===== config.mk =====
export PLATFORM = sky130hd
export DESIGN_NAME = photon_detector_frontend_flat
export DESIGN_NICKNAME = d
export VERILOG_FILES = /design/src/rtl/photon_detector_frontend_if.sv /design/src/rtl/photon_detector_frontend.sv /design/src/flat_wrapper.sv
export SDC_FILE = /design/constraint.sdc
export NUM_CORES = 1
export LEC_CHECK = 0
export CORE_MARGIN = 2
export CORE_UTILIZATION = 60
export DETAILED_ROUTE_END_ITERATION = 7
export HOLD_SLACK_MARGIN = 0.1
export PLACE_DENSITY_LB_ADDON = 0.05
export RECOVER_POWER = 100
export REMOVE_ABC_BUFFERS = 1
export SLEW_MARGIN = 20
export SYNTH_ARGS = -nofsm -noshare
export SYNTH_HDL_FRONTEND = slang
export SYNTH_SLANG_ARGS = --single-unit

===== constraint.sdc =====
create_clock -name clk -period 4.5 [get_ports clk]
set_input_delay 0.675 -clock clk [delete_from_list [all_inputs] [get_ports clk]]
set_output_delay 0.675 -clock clk [all_outputs]
set_load 0.005 [all_outputs]

===== src/rtl/photon_detector_frontend_if.sv =====
// Purpose: bundles the detector inputs and conditioned outputs of photon_detector_frontend.
// Latency: none, this is wiring only.
// Backpressure: none; every signal is a plain level or a one-cycle pulse.
interface photon_detector_frontend_if #(
    parameter int CNT_W = 16
);
    logic [5:0]       det_raw;
    logic             clear_cnt;
    logic             S1;
    logic             S2;
    logic             S3;
    logic             S4;
    logic             S5;
    logic             S6;
    logic             click_valid;
    logic [5:0]       click_vec;
    logic             multi_click;
    logic [CNT_W-1:0] click_count;

    // Upstream side: drives the raw detector lines and the counter clear.
    modport master (
        output det_raw,
        output clear_cnt,
        input  S1,
        input  S2,
        input  S3,
        input  S4,
        input  S5,
        input  S6,
        input  click_valid,
        input  click_vec,
        input  multi_click,
        input  click_count
    );

    // Frontend side: conditions the detector lines and reports click events.
    modport slave (
        input  det_raw,
        input  clear_cnt,
        output S1,
        output S2,
        output S3,
        output S4,
        output S5,
        output S6,
        output click_valid,
        output click_vec,
        output multi_click,
        output click_count
    );
endinterface


===== src/rtl/photon_detector_frontend.sv =====
// Purpose: sync, edge-detect and hold/dead-time shape six detector lines into S1..S6 plus click reporting.
// Latency: det_raw first sampled high at edge n gives S_k and click_valid high after edge n+2.
// Backpressure: none; rises arriving in HOLD or DEAD are dropped, click_count saturates.
module photon_detector_frontend #(
    parameter int HOLD_CYCLES = 4,
    parameter int DEAD_CYCLES = 8,
    parameter int CNT_W       = 16
) (
    input  logic                       clk,
    input  logic                       rst,
    photon_detector_frontend_if.slave  bus
);

    typedef enum logic [1:0] {
        IDLE = 2'd0,
        HOLD = 2'd1,
        DEAD = 2'd2
    } ch_state_t;

    localparam int          NCH       = 6;
    localparam logic [7:0]  HOLD_LOAD = 8'(HOLD_CYCLES - 1);
    localparam logic [7:0]  DEAD_LOAD = 8'(DEAD_CYCLES - 1);
    localparam logic [CNT_W-1:0] CNT_MAX = '1;

    // Synchroniser chain; sync2_d only exists to form the rising-edge strobe.
    logic [NCH-1:0] sync1;
    logic [NCH-1:0] sync2;
    logic [NCH-1:0] sync2_d;
    logic [NCH-1:0] rise;

    // Per-channel state and down-counter.
    ch_state_t      state_q [NCH];
    ch_state_t      state_d [NCH];
    logic [7:0]     cnt_q   [NCH];
    logic [7:0]     cnt_d   [NCH];

    // Channels leaving IDLE on the coming edge.
    logic [NCH-1:0] enter;
    logic           enter_any;
    logic           enter_multi;

    // Registered click report.
    logic             click_valid_q;
    logic [NCH-1:0]   click_vec_q;
    logic             multi_click_q;
    logic [CNT_W-1:0] click_count_q;

    // Two-flop synchroniser plus delay flop for every detector line.
    always_ff @(posedge clk) begin
        if (rst) begin
            sync1   <= '0;
            sync2   <= '0;
            sync2_d <= '0;
        end else begin
            sync1   <= bus.det_raw;
            sync2   <= sync1;
            sync2_d <= sync2;
        end
    end

    assign rise = sync2 & ~sync2_d;

    // Channel state registers; reset aborts any HOLD or DEAD in progress.
    always_ff @(posedge clk) begin
        if (rst) begin
            for (int k = 0; k < NCH; k++) begin
                state_q[k] <= IDLE;
                cnt_q[k]   <= 8'd0;
            end
        end else begin
            for (int k = 0; k < NCH; k++) begin
                state_q[k] <= state_d[k];
                cnt_q[k]   <= cnt_d[k];
            end
        end
    end

    // Next-state logic per channel; a rise only counts when the channel is IDLE.
    always_comb begin
        enter = '0;
        for (int k = 0; k < NCH; k++) begin
            state_d[k] = state_q[k];
            cnt_d[k]   = cnt_q[k];
            case (state_q[k])
                IDLE: begin
                    if (rise[k]) begin
                        state_d[k] = HOLD;
                        cnt_d[k]   = HOLD_LOAD;
                        enter[k]   = 1'b1;
                    end
                end
                HOLD: begin
                    if (cnt_q[k] == 8'd0) begin
                        state_d[k] = DEAD;
                        cnt_d[k]   = DEAD_LOAD;
                    end else begin
                        cnt_d[k]   = cnt_q[k] - 8'd1;
                    end
                end
                DEAD: begin
                    if (cnt_q[k] == 8'd0) begin
                        state_d[k] = IDLE;
                    end else begin
                        cnt_d[k]   = cnt_q[k] - 8'd1;
                    end
                end
                default: begin
                    state_d[k] = IDLE;
                    cnt_d[k]   = 8'd0;
                end
            endcase
        end
    end

    assign enter_any   = |enter;
    // Clearing the lowest set bit leaves something only when two or more bits were set.
    assign enter_multi = |(enter & (enter - 6'd1));

    // Click report is registered so it lines up with the first HOLD cycle.
    always_ff @(posedge clk) begin
        if (rst) begin
            click_valid_q <= 1'b0;
            click_vec_q   <= '0;
            multi_click_q <= 1'b0;
        end else begin
            click_valid_q <= enter_any;
            click_vec_q   <= enter;
            multi_click_q <= enter_multi;
        end
    end

    // Event counter counts reported events, not channels; clear beats increment.
    always_ff @(posedge clk) begin
        if (rst) begin
            click_count_q <= '0;
        end else if (bus.clear_cnt) begin
            click_count_q <= '0;
        end else if (enter_any && (click_count_q != CNT_MAX)) begin
            click_count_q <= click_count_q + 1'b1;
        end
    end

    assign bus.S1          = (state_q[0] == HOLD);
    assign bus.S2          = (state_q[1] == HOLD);
    assign bus.S3          = (state_q[2] == HOLD);
    assign bus.S4          = (state_q[3] == HOLD);
    assign bus.S5          = (state_q[4] == HOLD);
    assign bus.S6          = (state_q[5] == HOLD);
    assign bus.click_valid = click_valid_q;
    assign bus.click_vec   = click_vec_q;
    assign bus.multi_click = multi_click_q;
    assign bus.click_count = click_count_q;

endmodule

===== src/flat_wrapper.sv =====
// flat-port wrapper written by rule: the top's interface ports become plain ports
module photon_detector_frontend_flat 
#(
    parameter int HOLD_CYCLES = 4,
    parameter int DEAD_CYCLES = 8,
    parameter int CNT_W       = 16
)
  (clk, rst, bus_det_raw, bus_clear_cnt, bus_S1, bus_S2, bus_S3, bus_S4, bus_S5, bus_S6, bus_click_valid, bus_click_vec, bus_multi_click, bus_click_count);
  photon_detector_frontend_if #(.CNT_W(CNT_W)) bus_i ();
  input  logic clk;
  input  logic rst;
  input wire logic [$bits(bus_i.det_raw)-1:0] bus_det_raw;
  input wire logic [$bits(bus_i.clear_cnt)-1:0] bus_clear_cnt;
  output wire logic [$bits(bus_i.S1)-1:0] bus_S1;
  output wire logic [$bits(bus_i.S2)-1:0] bus_S2;
  output wire logic [$bits(bus_i.S3)-1:0] bus_S3;
  output wire logic [$bits(bus_i.S4)-1:0] bus_S4;
  output wire logic [$bits(bus_i.S5)-1:0] bus_S5;
  output wire logic [$bits(bus_i.S6)-1:0] bus_S6;
  output wire logic [$bits(bus_i.click_valid)-1:0] bus_click_valid;
  output wire logic [$bits(bus_i.click_vec)-1:0] bus_click_vec;
  output wire logic [$bits(bus_i.multi_click)-1:0] bus_multi_click;
  output wire logic [$bits(bus_i.click_count)-1:0] bus_click_count;
  assign bus_i.det_raw = bus_det_raw;
  assign bus_i.clear_cnt = bus_clear_cnt;
  assign bus_S1 = bus_i.S1;
  assign bus_S2 = bus_i.S2;
  assign bus_S3 = bus_i.S3;
  assign bus_S4 = bus_i.S4;
  assign bus_S5 = bus_i.S5;
  assign bus_S6 = bus_i.S6;
  assign bus_click_valid = bus_i.click_valid;
  assign bus_click_vec = bus_i.click_vec;
  assign bus_multi_click = bus_i.multi_click;
  assign bus_click_count = bus_i.click_count;
  photon_detector_frontend #(.HOLD_CYCLES(HOLD_CYCLES), .DEAD_CYCLES(DEAD_CYCLES), .CNT_W(CNT_W)) u_core (.clk(clk), .rst(rst), .bus(bus_i));
endmodule

After elaboration in Yosys (flattened, before gate mapping)
Memories as Yosys holds them, arrays and structs flattened.
Index checks and enable logic that the tools add are counted.
Widths: inputs -> output; s select.
- add/subtract/negate cells: 8
- bitwise logic cells: 15
- equality and inequality tests: 13
- multiplexer cells: 75
- reduce and logical (&&, ||, !) cells: 16
- operator list (kind ; count):
    $mux 8 ; 24
    $pmux 8 s3 ; 6
    $logic_not 8->1 ; 6
    $mux 2 ; 24
    $sub 8x1->8 const B ; 6
    $pmux 2 s3 ; 6
    $add 16x1->16 const B ; 1
    $ne 16x16->1 const B ; 1
    $mux 1 ; 15
    $and 6x6->6 ; 2
    $eq 2x1->1 const B ; 6
    $eq 2x2->1 const B ; 6
    $logic_not 2->1 ; 6
    $or 1x1->1 ; 12
    $reduce_or 6->1 ; 2
    $not 6->6 ; 1
    $sub 6x1->6 const B ; 1
    $reduce_or 2->1 ; 1
    $logic_and 1x1->1 ; 1
- word-level logic and storage cells: 136
- input port bits: 9
- output and inout port bits: 30
- memories kept: 2
- RAM bits: 60
- flip-flop bits (word level): 42
- memory list (memory ; depth ; width ; rd ports ; clocked after Yosys merged registers in ; write ports ; RTL line ; source):
    u_core.cnt_q ; 6 ; 8 ; 6 ; 0 ; 6 ; photon_detector_frontend.sv:34 ; logic [7:0] cnt_q [NCH];
    u_core.state_q ; 6 ; 2 ; 6 ; 0 ; 6 ; photon_detector_frontend.sv:32 ; ch_state_t state_q [NCH];

Logic depth before layout (Yosys ltp)
- depth in word-level cells: 7
- gate-level depth with buffers: 8
- depth with buffers taken out: 7

Least setup slack after synthesis
OpenSTA, ideal clock, no wires.
- path kind: register to register
- start point: mem u_core.cnt_q[3][0], in the netlist u_core.cnt_q[0][24]
- end point: mem u_core.cnt_q[3][0], in the netlist u_core.cnt_q[0][24]
- library setup time: 0.103 ns
- clock period less this slack: 2.220 ns
- arrival: 2.117 ns
- path buffers: 1
- setup slack: 2.280 ns
- data required time: 4.397 ns
- stages on the path, launching flop included: 8
- cell sequence: dfxtp_1 -> inv_1 -> ha_1 -> or4b_4 -> or4_4 -> buf_6 -> xnor2_1 -> a2111oi_2
- RTL lines (what ; RTL line):
    start: declaration ; photon_detector_frontend.sv:34

==> summary.txt <==
Status
  • Status: completed

Worst hold path
  • Min-Delay Path Depth: 1
  • HP Class: register to register

Critical path
  • CP Launch Type: input port
  • Worst path arrival time: 3.24 ns
  • CP Capture Type: register
  • CP cell instances: clkbuf_1 > clkbuf_1 > or3_1 > o21ai_0 > a21o_1
  • Crit-path max FO: 31
  • Crit-path max cell delay: 0.99 ns
  • Critical path's slowest cell: clkbuf_1
  • Top cell by count, worst path: clkbuf_1
  • Crit path kind: input port to register
  • Worst reg-to-reg path cell count: 7
  • Worst EP required: 4.76 ns

Timing
  • Slew Viols, Final: 0
  • Setup Skew: 0.0105 ns
  • Crit path time final: 2.98 ns
  • FMAX: 336 MHz
  • Relative max-transition margin: 0.0685
  • Endpoints failing setup: 0
  • Final worst slack: 1.52 ns
  • Worst hold slack: 0.442 ns
  • Worst slew pin tran: 1.40 ns
  • Final period util: 0.662
  • RSZ-0062 raised after global routing: false
  • Final Hold Viols: 0
  • Setup TNS Final: 0 ns

Drt
  • Initial drt markers: 257
  • Drt drc: 0
  • Wirelength per Cell: 14.5 um
  • DR vias: 4568
  • Detailed-route wire length: 11.1 mm
  • Post-DRT Antenna Nets: 0
  • Drt via density: 5.99
  • Pre-Repair DR Iteration Count: 5

Die
  • Die Wd: 97.5 um
  • Starting Density: 0.611
  • Row cnt: 34
  • Die height: 97.5 um
  • Die Area: 9510 um2
  • IO Pins: 39
  • Core Box Area: 8590 um2

Synth
  • Post-synthesis cell area: 5250 um2
  • Synth top area share: 0.389
  • Count leader, synth: dfxtp_1
  • Synth area leader: dfxtp_1
  • Ys async rst share: 0
  • Seq cells post-synth: 102
  • Post-synth top cells: dfxtp_1, nor2_1, a21oi_1
  • Syn_area_per_cell: 8.37 um2
  • Cells taking the most area after synthesis: dfxtp_1, nor2_1, a21oi_1
  • Synth warnings: 0
  • Cells after synthesis: 627
  • Top_reg_cell synth: dfxtp_1
  • Yosys cell types: 67
  • Number of flops mapped to enable cells by yosys: 0
  • Post-synthesis sequential area ratio: 0.389

Placed design
  • GPL Wtd Cong: 0.861
  • IO buf count: 38
  • Dpl ws: 2.11 ns
  • HPWL Detailed: 7.91 mm

CTS
  • Post-CTS setup repair buffer count: 0
  • Post-CTS sizing: 0
  • Worst-Skew Late Latency: 0.37 ns
  • Clock Path Buffers: 2
  • Clock Tree Root: clkbuf_8
  • TritonCTS buffer count: 9
  • Sink Count: 102
  • Cts hold-fix bufs: 0
  • # H-tree levels: 3
  • CTS tree: done
  • Clock transition at path regs: 0.09 ns

GRT
  • Gr usage total: 0.239
  • Initial antenna violation count: 0
  • Largest net degree at the start of global routing: 32
  • Congestion Overflow GR: 0
  • Vias in the first global route: 4281
  • Global-route wire length before repair: 19.3 mm

Pwr
  • Post-route total power: 2.10 mW
  • Power per cell area: 364 nW/um2
  • Peak supply drop: 0.201 mV
  • Lkg Pwr: 2.26 nW

Cells and area
  • Share of layout cells above drive strength 1: 0.0443
  • Filler instances: 749
  • Final Core Density: 0.671
  • Ant. Diodes: 0
  • Synth-to-layout area growth: 9.82%
  • Layout Nets: 666

Run
  • Max Cap Violations: 0
## routing by layer
metal | track usage | up-vias | routed length, um
met2 | 0.404 | 97 | 5350
met3 | 0.0540 | 9 | 388
li1 | - | 2303 | -
met4 | 0.0577 | 0 | 97
met5 | 0 | - | 0
met1 | 0.311 | 2159 | 5250
## sequential cells by signal, summed over array words and instances, names as in the netlist
signal	count
u_core.bus.click_count	16
u_core.bus.click_valid	1
u_core.bus.click_vec	6
u_core.bus.multi_click	1
u_core.cnt_q	48
u_core.state_q	12
u_core.sync1	6
u_core.sync2	6
u_core.sync2_d	6
## worst paths after layout
path,start,end,slack [ns]
worst max register to register,u_core.cnt_q[0][16],u_core.cnt_q[0][16],1.59
worst min register to register,u_core.sync1[1],u_core.sync2[1],0.44
worst max-delay path,rst,u_core.cnt_q[0][30],1.52
worst min-delay path,u_core.sync1[1],u_core.sync2[1],0.44
## layout make-up
cell class | instances | area [um2] | area share
inverters | 28 | 105 | 0.0182
multi-input cells | 468 | 2910 | 0.504
clock inverters | 4 | 47.5 | 0.00825
clock buffers | 11 | 141 | 0.0245
flip-flops and latches | 102 | 2040 | 0.354
repair buffers | 41 | 389 | 0.0675
well taps | 108 | 135 | 0.0234
## cells by family (layout without fill, tap and decap cells)
| logic type | after synthesis | after routing | share of synthesized area |
|---|---|---|---|
| AND/OR/NAND/NOR | 260 | 260 | 0.267 |
| AO/OA/AOI/OAI | 165 | 165 | 0.223 |
| flip-flops | 102 | 102 | 0.389 |
| buffers and inverters | 57 | 84 | 0.0431 |
| XOR/XNOR | 29 | 29 | 0.0484 |
| adder cells (fa/ha/maj) | 7 | 7 | 0.0167 |
| multiplexers | 7 | 7 | 0.0133 |
## critical path: cells and delay by family
kind / cells / cell delay, ns
buffers and inverters: 2 / 1.93
and+or+nand+nor: 1 / 0.23
AOI/OAI and AO/OA: 2 / 0.38
## report_power, final
part	internal, mW	switching [mW]
sequential	0.955	0.0617
clock	0.268	0.308
combinational	0.211	0.296
## per-stage QoR
stage / cells / cell area (um2)
finish: 762 / 5770
global route: 762 / 5770
detailed placement: 747 / 5660
global placement: 747 / 5660
floorplan: 598 / 5130
CTS: 762 / 5850
## placed cells by master (no fill, tap or decap), types with 8 or more instances in the layout
| cell | n |
|---|---|
| dfxtp_1 | 102 |
| nor2_1 | 88 |
| a21oi_1 | 48 |
| nand2_1 | 39 |
| nor2b_1 | 30 |
| dlygate4sd3_1 | 30 |
| inv_1 | 28 |
| o21ai_0 | 28 |
| nor3_1 | 24 |
| xnor2_1 | 20 |
| a311oi_1 | 11 |
| nand2b_1 | 10 |
| nand3_1 | 10 |
| clkbuf_8 | 10 |
| xor2_1 | 9 |
| a2111oi_0 | 9 |
| or3_1 | 9 |
| a211oi_1 | 9 |
| a31oi_1 | 9 |
| and3_1 | 8 |
Power figures use the tool's default switching activity.
